**src/rtl/divider.sv**
```systemverilog
// Sequential radix-2 restoring divider, one quotient bit per cycle; `DIVIDER_SIGNED_EN selects two's complement operands.
// Latency WIDTH+1 cycles from accepting edge; start is ignored while busy, results held until the next accepted start.
module divider #(
    parameter int WIDTH = 32
) (
    input  logic             clk,
    input  logic             rst_n,
    input  logic             start,
    input  logic [WIDTH-1:0] dividend,
    input  logic [WIDTH-1:0] divisor,
    output logic             finish,
    output logic [WIDTH-1:0] quotient,
    output logic [WIDTH-1:0] remainder,
    output logic             div_zero
);

    localparam int CW = $clog2(WIDTH) + 1;
    localparam logic [CW-1:0] LAST = CW'(WIDTH - 1);

    typedef enum logic [1:0] {IDLE, RUN, FIX} state_t;

    state_t           state;
    logic [CW-1:0]    cnt;
    logic [WIDTH-1:0] rem;
    logic [WIDTH-1:0] dq;
    logic [WIDTH-1:0] dvs;

    logic [WIDTH:0]   shifted;
    logic [WIDTH+1:0] trial;
    logic [WIDTH-1:0] dvd_mag;
    logic [WIDTH-1:0] dvs_mag;
    logic [WIDTH-1:0] q_fix;
    logic [WIDTH-1:0] r_fix;

`ifdef DIVIDER_SIGNED_EN
    logic dvd_neg;
    logic dvs_neg;

    always_comb begin
        dvd_mag = dividend[WIDTH-1] ? -dividend : dividend;
        dvs_mag = divisor[WIDTH-1]  ? -divisor  : divisor;
        q_fix   = (dvd_neg ^ dvs_neg) ? -dq : dq;
        r_fix   = dvd_neg ? -rem : rem;
    end

    always_ff @(posedge clk or negedge rst_n) begin
        if (!rst_n) begin
            dvd_neg <= 1'b0;
            dvs_neg <= 1'b0;
        end else if (state == IDLE && start) begin
            dvd_neg <= dividend[WIDTH-1];
            dvs_neg <= divisor[WIDTH-1];
        end
    end
`else
    always_comb begin
        dvd_mag = dividend;
        dvs_mag = divisor;
        q_fix   = dq;
        r_fix   = rem;
    end
`endif

    // Extra MSB on the subtraction acts as the borrow; with a zero divisor the
    // partial remainder simply accumulates the dividend magnitude.
    always_comb begin
        shifted = {rem, dq[WIDTH-1]};
        trial   = {1'b0, shifted} - {2'b00, dvs};
    end

    always_ff @(posedge clk or negedge rst_n) begin
        if (!rst_n) begin
            state     <= IDLE;
            cnt       <= '0;
            rem       <= '0;
            dq        <= '0;
            dvs       <= '0;
            finish    <= 1'b0;
            div_zero  <= 1'b0;
            quotient  <= '0;
            remainder <= '0;
        end else begin
            case (state)
                IDLE: begin
                    if (start) begin
                        rem      <= '0;
                        dq       <= dvd_mag;
                        dvs      <= dvs_mag;
                        cnt      <= '0;
                        finish   <= 1'b0;
                        div_zero <= 1'b0;
                        state    <= RUN;
                    end
                end
                RUN: begin
                    if (trial[WIDTH+1]) begin
                        rem <= shifted[WIDTH-1:0];
                        dq  <= {dq[WIDTH-2:0], 1'b0};
                    end else begin
                        rem <= trial[WIDTH-1:0];
                        dq  <= {dq[WIDTH-2:0], 1'b1};
                    end
                    cnt <= cnt + 1'b1;
                    if (cnt == LAST)
                        state <= FIX;
                end
                FIX: begin
                    // Remainder after a zero divisor equals the original dividend bits.
                    quotient  <= (dvs == '0) ? '1 : q_fix;
                    remainder <= r_fix;
                    div_zero  <= (dvs == '0);
                    finish    <= 1'b1;
                    state     <= IDLE;
                end
                default: state <= IDLE;
            endcase
        end
    end

endmodule

```
**config.mk**
```make
export PLATFORM = sky130hd
export DESIGN_NAME = divider
export DESIGN_NICKNAME = d
export VERILOG_FILES = /design/src/rtl/divider.sv
export SDC_FILE = /design/constraint.sdc
export NUM_CORES = 1
export LEC_CHECK = 0
export CAP_MARGIN = 30
export CELL_PAD_IN_SITES_DETAIL_PLACEMENT = 1
export CELL_PAD_IN_SITES_GLOBAL_PLACEMENT = 2
export CORE_UTILIZATION = 25
export DETAILED_ROUTE_END_ITERATION = 10
export PLACE_DENSITY_LB_ADDON = 0.1
export SYNTH_ARGS = -nofsm -noshare
export SYNTH_HDL_FRONTEND = slang
export SYNTH_SLANG_ARGS = --single-unit
```
**constraint.sdc**
```tcl
create_clock -name clk -period 2.6 [get_ports clk]
set_input_delay 0.65 -clock clk [delete_from_list [all_inputs] [get_ports clk]]
set_output_delay 0.65 -clock clk [all_outputs]
set_load 0.02 [all_outputs]
```
==> results.md <==
* Synth cell types at 67
* Nets at 1342
* Crit-path cells: ha_4 -> buf_4 -> nand4_1 -> nor4_4 -> nor2b_4 -> a31oi_4 -> nand3b_4 -> o21a_4 -> nor2_8 -> buf_12 -> o311ai_4
* Drt initial violations at 307
* Worst stage delay on the critical path at 0.43 ns
* Die Wd at 192.0 µm
* #FFs+latches synth at 170
* Ys flop type: dfrtp_1
* Number of max-cap violations at 0
* Startpoint Class: flip-flop
* R2R Setup Slk at 0.003 ns
* Pwr dens at 1560 nW/µm²
* Layout area overhead at 44.27%
* Diode count at 0
* Setup TNS at 0 ns
* CP max stage cell: dfrtp_1
* Synth Warn # at 0
* Worst Tran Pin Value at 0.7843 ns
* Slew Limit Fails at 0
* Share of layout cells above drive strength 1 at 21.39%
* Final worst-path cycle share at 99.87%
* Hold Vio Cnt, Final at 0
* Worst setup path class: flip-flop to flip-flop
* WP data arrival at 2.94 ns
* Setup ws final at 0.003485 ns
* Largest net degree at the start of global routing at 68
* Die height at 192.0 µm
* Crit path max fanout at 7
* Register area share after synthesis at 47.14%
* Vias in the first global route at 8977
* Initial antenna violation count at 0
* Routed Wire Length at 34470 µm
* Worst skew pair latency at 0.45 ns
* Core Rows at 69
* CTS clock-pin slew for the worst setup and hold paths at 0.07 ns
* Clock Tree Buf Depth at 2
* Worst EP required at 2.94 ns
* First-pass GRT wire length at 52760 µm
* Drt pass-1 iters at 4
* Syn Inst Count at 1015
* Die Area at 36860 µm²
* Synth Cell Area at 9024 µm²
* Root buf cell: clkbuf_16
* Critical path startpoint: r_fix[13]
* DR DRC count at 0
* RR Startpoint: r_fix[13]
* IO Count at 133
* Detail Placement HPWL at 23760 µm
* Post-Layout Cell Count at 1714
* Total GRT Usage at 18.84%
* Placed Cells at 1664
* Clk sinks at 170
* Power Total at 20310 µW
* Routed Antenna Nets at 0
* Crit path capture type: flip-flop
* Placer's final routability congestion estimate at 0.7943
* Peak VDD IR at 0.0005204 V
* WL/cell at 20.11 µm
* Status: finished clean
* Fmax at 385.1 MHz
* Avg Cell Area, Syn at 8.890 µm²
* Reg2reg end: r_fix[7]
* DP Worst Slack at -0.07167 ns
* # setup viols final at 0
* Syn_nets at 1116
* Routed via count at 8425
* Congestion Overflow GR at 0
* Core ar. at 35570 µm²
* FF-to-FF path depth at 11
* Via-to-Cell Ratio at 4.915
* TritonCTS clock tree: built
* H-tree lvl count at 4
* Hold Path Class: input port to asynchronous set/reset pin
* Slew margin rel. at 47.71%
* Pleak at 0.005510 µW
* Post-synth ARST share at 100.0%
* Tmin final at 2.597 ns
* Unrepaired setup endpoints after global routing: true
* Initial core utilization at 25.37%
* Post-synth EDFFs at 0
* CTS buffer count at 17
* Clock skew at 0.01541 ns
* Port Buffer Count at 132
## layout by cell type (no fill, tap or decap), drive strengths merged, types with 9 or more instances in the layout
master / Yosys / routed
a21oi: 64 / 64
buf: 18 / 137
clkbuf: 47 / 26
clkdlybuf4s50: 0 / 131
dfrtp: 170 / 170
ha: 33 / 33
inv: 39 / 41
nand2: 249 / 249
nand3: 45 / 45
nand4: 33 / 33
nor2: 30 / 30
nor3: 12 / 12
nor4: 9 / 9
o211ai: 16 / 16
o21ai: 59 / 59
o22ai: 63 / 63
o311ai: 15 / 15
o31ai: 10 / 10
xnor2: 18 / 18
## final cells by class
type,instances,area (µm²)
Tap cell,461,576.8
Timing Repair Buffer,272,2582
Multi-Input combinational cell,741,4878
Fill cell,4080,22550
Inverter,39,146.4
Sequential cell,170,4255
Clock inverter,9,115.1
Clock buffer,22,464.2
## logic make-up (layout without fill, tap and decap cells)
| group | Yosys count | in the layout | synth area share, % |
|---|---|---|---|
| flip-flops | 170 | 170 | 47.14 |
| buffers and inverters | 104 | 342 | 4.645 |
| multiplexers | 4 | 4 | 0.4576 |
| adder cells (fa/ha/maj) | 34 | 34 | 4.798 |
| AND/OR/NAND/NOR | 412 | 412 | 20.62 |
| AO/OA/AOI/OAI | 269 | 269 | 20.20 |
| XOR/XNOR | 22 | 22 | 2.135 |
## timing repair
item,CTS,global route
setup endpoints to repair,29,32
pin swaps,4,45
gates cloned,0,4
buffers inserted,3,13
gates resized for setup,8,79
hold buffers,0,0
## sequential cells by signal (all words and copies together), names as in the netlist
| signal | flops |
|---|---|
| dq | 32 |
| dvs | 32 |
| quotient | 32 |
| r_fix | 32 |
| remainder | 32 |
| cnt | 6 |
| state | 2 |
| div_zero | 1 |
| finish | 1 |
## cell usage after synthesis (all sizes together), types with 4 or more instances
master	count	area share [%]
nand4	33	2.3
nand3	45	2.5
o311ai	15	2.0
nand2b	8	0.55
a31oi	8	0.62
nor4	9	0.69
or3	4	0.28
a21o	7	0.58
clkbuf	47	2.0
xor2	4	0.39
a21oi	64	3.5
o31ai	10	0.94
dfrtp	170	47
nor3	12	0.67
nand2	249	10
ha	33	4.6
o211ai	16	2.0
and2	6	0.44
o22ai	63	4.4
nand3b	5	0.55
o21ai	59	3.3
nor2	30	1.4
xnor2	18	1.7
inv	39	1.6
buf	18	1.1
a31o	4	0.39
## routing by layer
metal | wire [µm] | share of wire [%] | up-vias | track usage [%]
met5 | 0 | 0 | - | 0
met4 | 594 | 1.7 | 0 | 5.179
met3 | 821 | 2.4 | 29 | 2.521
met2 | 16770 | 49 | 106 | 31.71
met1 | 16280 | 47 | 4222 | 25.18
li1 | - | - | 4068 | -
## critical path, delay by kind of cell (launching register included)
| family | cells | cell delay, ns |
|---|---|---|
| buf+inv | 2 | 0.28 |
| flops | 1 | 0.43 |
| simple gates | 5 | 0.96 |
| fa+ha+maj | 1 | 0.30 |
| compound gates | 3 | 0.51 |
## worst max-delay path by stage
stage	end	slack, ns	cells after the start
floorplan	r_fix[13]	0.15	10
global placement	r_fix[23]	-0.06	11
detailed placement	r_fix[24]	-0.07	12
CTS	r_fix[9]	0.003	12
global route	r_fix[8]	-0.11	13
finish	r_fix[7]	0.003	11
## per-stage QoR
step,hold slack (ns),util [%],area (µm²)
4_1_cts,0.2155,34.71,12350
6_report,0.2045,36.60,13020
5_1_grt,0.2356,36.60,13020
3_3_place_gp,0.4614,32.89,11700
2_1_floorplan,0.3544,-,9024
3_5_place_dp,0.4634,32.89,11700
## power breakdown
| part | internal (µW) | switching (µW) | total (µW) |
|---|---|---|---|
| sequential | 3570 | 806 | 4370 |
| combinational | 6360 | 6950 | 13300 |
| clock | 1470 | 1150 | 2620 |
| total | 11400 | 8910 | 20300 |
Note: power is estimated with default switching activity, not from simulation.
